--- src/rtl/lfsr_stepper.sv ---
// Fibonacci LFSR advanced by a clock-enable tick divider (free-run) or a single-step edge.
// Optional build macro LFSR_PERIOD_CNT_EN adds period_cnt / wrap_o sequence-wrap tracking.
module lfsr_stepper #(
  parameter int unsigned        WIDTH = 4,
  parameter logic [WIDTH-1:0]   TAPS  = 4'b1100,
  parameter int unsigned        DIV   = 2**27,
  parameter int unsigned        DIV_W = 28
) (
  input  logic             clk,
  input  logic             rst,
  input  logic [WIDTH-1:0] seed,
  input  logic             load,
  input  logic             run,
  input  logic             step,
  output logic [WIDTH-1:0] state,
  output logic             tick_o,
  output logic             zero_sd
`ifdef LFSR_PERIOD_CNT_EN
  ,
  output logic [WIDTH-1:0] period_cnt,
  output logic             wrap_o
`endif
);

  localparam logic [DIV_W-1:0] DIV_LAST = DIV_W'(DIV - 1);
  localparam logic [WIDTH-1:0] ONE      = WIDTH'(1);

  logic [WIDTH-1:0] state_q, state_d;
  logic [DIV_W-1:0] divcnt_q, divcnt_d;
  logic             step_q;
  logic             tick_q, tick_d;
  logic             zero_q, zero_d;
  logic             adv_ft, adv_st, adv;
  logic             fb;
  logic [WIDTH-1:0] state_adv;

  // Advance qualification, divider and priority-ordered state update
  always_comb begin
    adv_ft    = run && (divcnt_q == DIV_LAST);
    adv_st    = !run && step && !step_q;
    adv       = adv_ft | adv_st;
    fb        = ^(state_q & TAPS);
    state_adv = {state_q[WIDTH-2:0], fb};

    state_d   = state_q;
    tick_d    = 1'b0;
    zero_d    = zero_q;
    if (!run || adv_ft) divcnt_d = '0;
    else                divcnt_d = divcnt_q + DIV_W'(1);

    if (load) begin
      state_d  = (seed == '0) ? ONE : seed;
      zero_d   = (seed == '0);
      divcnt_d = '0;
    end else if (adv) begin
      state_d  = state_adv;
      tick_d   = 1'b1;
    end
  end

  always_ff @(posedge clk) begin
    if (!rst) begin
      state_q  <= ONE;
      divcnt_q <= '0;
      step_q   <= 1'b0;
      tick_q   <= 1'b0;
      zero_q   <= 1'b0;
    end else begin
      state_q  <= state_d;
      divcnt_q <= divcnt_d;
      step_q   <= step;
      tick_q   <= tick_d;
      zero_q   <= zero_d;
    end
  end

  assign state   = state_q;
  assign tick_o  = tick_q;
  assign zero_sd = zero_q;

`ifdef LFSR_PERIOD_CNT_EN
  logic [WIDTH-1:0] loaded_q, loaded_d;
  logic [WIDTH-1:0] cnt_q, cnt_d;
  logic             wrap_q, wrap_d;

  // Count advances since load; wrap when the sequence returns to the loaded value
  always_comb begin
    loaded_d = loaded_q;
    cnt_d    = cnt_q;
    wrap_d   = 1'b0;
    if (load) begin
      loaded_d = state_d;
      cnt_d    = '0;
    end else if (adv) begin
      if (state_adv == loaded_q) begin
        cnt_d  = '0;
        wrap_d = 1'b1;
      end else begin
        cnt_d  = cnt_q + ONE;
      end
    end
  end

  always_ff @(posedge clk) begin
    if (!rst) begin
      loaded_q <= ONE;
      cnt_q    <= '0;
      wrap_q   <= 1'b0;
    end else begin
      loaded_q <= loaded_d;
      cnt_q    <= cnt_d;
      wrap_q   <= wrap_d;
    end
  end

  assign period_cnt = cnt_q;
  assign wrap_o     = wrap_q;
`endif

endmodule

--- config.mk ---
export PLATFORM = sky130hd
export DESIGN_NAME = lfsr_stepper
export DESIGN_NICKNAME = d
export VERILOG_FILES = /design/src/rtl/lfsr_stepper.sv
export SDC_FILE = /design/constraint.sdc
export NUM_CORES = 1
export LEC_CHECK = 0
export BUFFER_PORTS_ARGS = -buffer_cell sky130_fd_sc_hd__buf_2
export CAP_MARGIN = 20
export CORE_MARGIN = 8
export CORE_UTILIZATION = 24
export CTS_CLUSTER_DIAMETER = 40
export DETAILED_ROUTE_END_ITERATION = 10
export GPL_ROUTABILITY_DRIVEN = 0
export PLACE_DENSITY = 0.45
export SETUP_SLACK_MARGIN = 0.3
export SLEW_MARGIN = 20
export SYNTH_ARGS = -nofsm -noshare
export SYNTH_HDL_FRONTEND = slang
export SYNTH_SLANG_ARGS = --single-unit
--- constraint.sdc ---
create_clock -name clk -period 2.44 [get_ports clk]
set_input_delay 0.366 -clock clk [delete_from_list [all_inputs] [get_ports clk]]
set_output_delay 0.366 -clock clk [all_outputs]
set_load 0.02 [all_outputs]
==> results of run 1 <==
[cells in the mapped netlist, types with 4 or more instances]
library cell,number,area (µm²)
or3_1,7,43.79
clkbuf_1,4,15.01
o21ai_0,10,50.05
nand2b_1,5,31.28
inv_1,5,18.77
a21oi_1,15,75.07
o31ai_1,6,45.04
xnor2_1,8,70.07
nand3_1,9,45.04
a31oi_1,4,25.02
and3_1,8,50.05
nand2_1,9,33.78
nand4_1,9,56.30
xor2_1,6,52.55
dfxtp_1,35,700.7
mux2_2,4,45.04
nor2_1,18,67.56
or4_1,5,37.54
[placed cells by master (no fill, tap or decap), drive strengths merged]
cell type	synthesis	final
dfxtp	35	35
buf	3	20
nor2	18	18
a21oi	15	15
o21ai	10	10
nand4	10	10
nand3	9	9
nand2	9	9
clkbuf	4	9
and3	8	8
xnor2	8	8
or3	7	7
o31ai	7	7
xor2	6	6
or4	6	6
inv	5	5
nand2b	5	5
a31oi	4	4
mux2	4	4
and4	3	3
and2	3	3
nor2b	3	3
o311ai	3	3
nor4	3	3
nor3	2	2
nand3b	1	1
o41ai	1	1
o22ai	1	1
a311oi	1	1
o211a	1	1
ha	1	1
[per-layer routing]
layer	track usage (%)	share of wire (%)	up-vias
met5	0	0	-
met4	3.837	1.7	0
met3	2.561	5.6	7
met2	11.18	41	28
met1	10.14	51	667
li1	-	-	770
[kinds of logic (layout without fill, tap and decap cells)]
logic type	Yosys count	in the layout	share of synthesized area [%]
AO/OA/AOI/OAI	43	43	15.68
adder cells (fa/ha/maj)	1	1	0.7325
buffers and inverters	12	34	3.223
flip-flops	35	35	41.03
multiplexers	4	4	2.637
XOR/XNOR	14	14	7.180
AND/OR/NAND/NOR	87	87	29.52
[metrics by stage]
step / setup slack (ps) / utilization [%] / instance area, µm² / power [mW]
floorplan: 316.3 / - / 1708 / 0.6440
global placement: 392.5 / 27.80 / 1899 / 0.6721
detailed placement: 355.5 / 27.80 / 1899 / 0.6712
CTS: 322.8 / 29.27 / 1999 / 1.143
global route: 318.1 / 29.60 / 2022 / 1.174
finish: 404.3 / 29.60 / 2022 / 1.122
[final cells by class]
class                           count  area (µm²)  share of cell area, %
Tap cell                           96       120.1                  5.941
Clock buffer                        8       100.1                  4.950
Timing Repair Buffer               21       123.9                  6.126
Sequential cell                    35       700.7                  34.65
Multi-Input combinational cell    149       958.4                  47.40
Inverter                            5       18.77                 0.9282
[critical path: stages, from the launching register on]
cell     delay [ps]
dfxtp_1         370
ha_2            230
nand3_1         110
or4_4           600
or4_1           520
a21oi_1         150
[flip-flops by register name (all words and copies together), names as in the netlist]
register,flops
divcnt_q,28
state,4
step_q,1
tick_o,1
zero_sd,1
[how the worst max path moves through the flow]
stage,startpoint,to,slack [ps]
finish,divcnt_q[0],divcnt_q[24],400
global route,divcnt_q[0],divcnt_q[24],320
CTS,divcnt_q[0],divcnt_q[4],320
detailed placement,divcnt_q[0],divcnt_q[11],360
global placement,divcnt_q[12],divcnt_q[23],390
floorplan,divcnt_q[0],divcnt_q[24],320
[power breakdown]
part / switching, mW / internal (mW)
clock network: 0.206 / 0.258
logic: 0.0392 / 0.0304
registers: 0.00849 / 0.580
total: 0.254 / 0.868
[timing repair]
action	4_1_cts	5_1_grt
gates resized for setup	0	3
hold endpoints to repair	0	0
setup buffers	0	2
setup endpoints to repair	0	25
==> impl_metrics.csv, run 1 <==
group,metric,value,unit
run_status,outcome,"finished, final reports clean",
place,portBuffers,14,
sta,tns,0,ps
clock_network,clock_sinks,35,
power,p_per_area,554.9,nW/µm²
clock_network,clkSlewWorstSetupHoldPaths,70,ps
synth,netlist_area,1708,µm²
final_layout,instances_no_fill,314,
synth,synth_edf_count,0,
global_route,overflow,0,
synth,synth_warnings,0,
clock_network,htree_levels,2,
worst_setup_path,crit_path_start_kind,"flip-flop",
route,avgRoutedWirePerCell,11.93,µm
route,avgViaCountPerCell,4.688,
route,ant_nets,0,
worst_setup_path,cp-end-kind,"flip-flop",
worst_setup_path,cp_max_fo,6,
place,post-place-cells,304,
place,hpwl,2596,µm
worst_setup_path,crit_type,"reg -> reg",
power,p_leak,0.6736,nW
worst_setup_path,reg2reg_from,"divcnt_q[0]",
hold_path,hold_depth,2,
synth,synthFlopType,"dfxtp_1",
hold_path,worstHoldStart,"step",
global_route,grt.total_usage,7.797,%
floorplanning,ios,15,
floorplanning,rows,30,
synth,ys_ff_latch,35,
sta,relSlewSlack,73.08,%
sta,post-route-min-period,2036,ps
route,num_vias,1472,
floorplanning,dieArea,10070,µm²
worst_setup_path,required,2650,ps
synth,async_flop_share,0,%
sta,rsz0062_at_grt,"false",
route,wl,3745,µm
worst_setup_path,r2r_cells,5,
sta,fmax,491.2,MHz
global_route,grt_max_degree,24,
sta,fin_crit_sh,83.43,%
sta,hold_violations,0,
clock_network,clock_path_buffers,2,
synth,syn_area_per_cell,8.714,µm²
sta,slew_viol_final,0,
worst_setup_path,r2r-end,"divcnt_q[24]",
worst_setup_path,reg2reg_setup_slack,400,ps
floorplanning,fp.dieW,100.4,µm
clock_network,cts_buffers,5,
final_layout,final_nets,227,
floorplanning,initial_utilization,25.00,%
global_route,grt_pass1_vias,1350,
clock_network,cts_tree,"built",
final_layout,drive_gt1_share,17.43,%
job,max_cap_violations,0,
hold_path,min_to,"step_q",
final_layout,syn_to_final_growth,18.39,%
clock_network,root_buffer,"clkbuf_8",
sta,fin_skew,3.421,ps
sta,tightest_slew,398.8,ps
route,first_iter_violations,58,
hold_path,hold_path_class,"in -> reg",
final_layout,diodes,0,
route,dr.pass1.iters,4,
sta,whs,311.2,ps
floorplanning,core,6832,µm²
synth,synth_cells,196,
worst_setup_path,arrival,2250,ps
power,irDropWorstVdd,210.0,µV
synth,seq_area_frac_synth,41.03,%
global_route,antenna_found_initial,0,
synth,synth_nets,206,
clock_network,holdBufCountCts,0,
route,drc,0,
synth,ys_types,36,
final_layout,nFillCells,759,
clock_network,clkLatencyLatePin,280,ps
floorplanning,dieHeight,100.4,µm
sta,setup_viol,0,
global_route,grt_pass1_wl,6375,µm
Note: power is estimated with default switching activity, not from simulation.
==> inputs of run 2 (changes only) <==
--- a/config.mk
+++ b/config.mk
@@ -12,7 +12,7 @@
 export CTS_CLUSTER_DIAMETER = 40
 export DETAILED_ROUTE_END_ITERATION = 10
 export GPL_ROUTABILITY_DRIVEN = 0
-export PLACE_DENSITY = 0.45
+export PLACE_DENSITY = 0.46
 export SETUP_SLACK_MARGIN = 0.3
 export SLEW_MARGIN = 20
 export SYNTH_ARGS = -nofsm -noshare
==> constraint.sdc (replaced) <==
create_clock -name clk -period 1.7 [get_ports clk]
set_input_delay 0.255 -clock clk [delete_from_list [all_inputs] [get_ports clk]]
set_output_delay 0.255 -clock clk [all_outputs]
set_load 0.02 [all_outputs]
==> run 2 against run 1 <==
Net effect:
- largest cell class unchanged
- via count rose by 11%
- highest routed layer unchanged
- final cell count rose by 12%
- die area did not move
- power rose by 41%
- the run now ends with setup timing left
- sequential power rose by 43%
- combinational power rose by 61%
- register-to-register slack got worse by 530 ps
- non-clock buffer count rose by 37
- count of clock-buffer cells in the layout fell by 2
- flip-flop and latch count did not move
- critical path depth did not move
- global-route usage rose by 1.6 points
==> impl_metrics.csv, run 2 (synthesis results as in run 1) <==
group,metric,value,unit
route,ant_nets,0,
clock_network,htree_levels,2,
sta,tightest_slew,377.9,ps
sta,relSlewSlack,74.48,%
floorplanning,fp.dieW,100.4,µm
final_layout,final_util,36.45,%
final_layout,largest_reg_flops,28,
place,hpwl,3023,µm
job,max_cap_violations,0,
global_route,grt_pass1_wl,7665,µm
final_layout,final_common_cell,"buf_4",
floorplanning,ios,15,
final_layout,final_nets,265,
clock_network,clock_path_buffers,2,
sta,fin_skew,8.532,ps
sta,hold_violations,0,
sta,setup_viol,26,
sta,tns,-2250,ps
sta,fin_crit_sh,107.2,%
global_route,grt.total_usage,9.355,%
floorplanning,dieArea,10070,µm²
power,irDropWorstVdd,212.2,µV
route,drc,0,
sta,fin_ws,-122.5,ps
worst_setup_path,crit_path_start_kind,"flip-flop",
final_layout,nFillCells,726,
worst_setup_path,crit_type,"reg -> reg",
clock_network,clkSlewWorstSetupHoldPaths,80,ps
final_layout,diodes,0,
sta,rsz0062_at_grt,"true",
run_status,violations,"setup timing",
final_layout,final_cell_mix,"buf_4 (36), dfxtp_1 (21), nor2_1 (18)",
global_route,grt_pass1_vias,1612,
hold_path,hold_path_class,"in -> reg",
final_layout,largest_register,"divcnt_q",
run_status,outcome,"finished, violations left",
worst_setup_path,r2r-end,"divcnt_q[25]",
route,dr.pass1.iters,4,
final_layout,drive_gt1_share,41.57,%
route,wl,4410,µm
final_layout,syn_to_final_growth,45.79,%
worst_setup_path,cp-end-kind,"flip-flop",
worst_setup_path,reg2reg_setup_slack,-120,ps
worst_setup_path,crit_start,"divcnt_q[1]",
clock_network,root_buffer,"clkbuf_8",
clock_network,clock_sinks,35,
power,power,1.581,mW
global_route,grt_max_degree,16,
sta,slew_viol_final,0,
worst_setup_path,arrival,2050,ps
power,p_per_area,634.9,nW/µm²
floorplanning,dieHeight,100.4,µm
global_route,antenna_found_initial,0,
sta,post-route-min-period,1823,ps
route,avgViaCountPerCell,4.667,
place,portBuffers,14,
clock_network,clkLatencyLatePin,290,ps
place,dp_slack,-176.8,ps
floorplanning,core,6832,µm²
clock_network,cts_tree,"built",
sta,whs,176.8,ps
sta,fmax,548.7,MHz
route,avgRoutedWirePerCell,12.56,µm
floorplanning,rows,30,
worst_setup_path,cp_max_fo,6,
floorplanning,initial_utilization,25.00,%
route,first_iter_violations,55,
global_route,overflow,0,
route,num_vias,1638,
clock_network,cts_buffers,5,
worst_setup_path,r2r_cells,5,
worst_setup_path,endpoint,"divcnt_q[25]",
worst_setup_path,reg2reg_from,"divcnt_q[1]",
power,p_leak,0.9141,nW
worst_setup_path,required,1920,ps
## run 2: metrics by stage
step                      cells  instance area (µm²)
after floorplan             196                 1759
after global placement      334                 2161
after detailed placement    334                 2161
after CTS                   349                 2412
after global routing        351                 2490
final                       351                 2490
## run 2: worst max-delay path, cell delays in order (launching register included)
cell,delay [ps]
dfxtp_2,350
buf_4,110
nand4_1,120
or4_4,620
or4_4,440
a21oi_2,120
## run 2: timing repair
item / CTS / global route
hold buffers: 0 / 0
buffers inserted: 7 / 2
pin swaps: 14 / 5
endpoints found under the setup margin: 32 / 32
resized for setup: 30 / 10
cloned: 1 / 0
## run 2: how the worst min path moves through the flow
stage | startpoint | to | slack [ps] | depth (start not counted)
after floorplan | rst | step_q | 380 | 1
final | step | step_q | 180 | 2
after detailed placement | divcnt_q[25] | divcnt_q[25] | 470 | 2
after global routing | step | step_q | 170 | 2
after CTS | step | step_q | 170 | 2
after global placement | divcnt_q[21] | divcnt_q[21] | 470 | 2
## run 2: cell type report
cell class                 count  area, µm²  share of cell area (%)
sequential                    35      723.2                   29.05
timing repair buffer          58      439.2                   17.64
clock inverter                 1      5.005                  0.2010
clock buffer                   6      82.58                   3.317
multi-input combinational    150       1101                   44.22
tap                           96      120.1                   4.824
inverter                       5      18.77                  0.7538
## run 2: report_power, final
group | leakage [nW] | switching (mW) | internal (mW) | total (mW)
clock network | 0.0470 | 0.308 | 0.318 | 0.626
logic | 0.576 | 0.0586 | 0.0533 | 0.112
registers | 0.291 | 0.0143 | 0.829 | 0.843
total | 0.914 | 0.380 | 1.20 | 1.58
## run 2: per-layer routing
layer  GRT usage [%]  part of all wire (%)  vias to the layer above  routed length, µm
li1                -                     -                      848                  -
met1           11.02                    48                      764               2095
met2           15.54                    47                       19               2055
met3           3.045                   4.5                        7                200
met4           3.140                   1.3                        0                 59
met5               0                     0                        -                  0
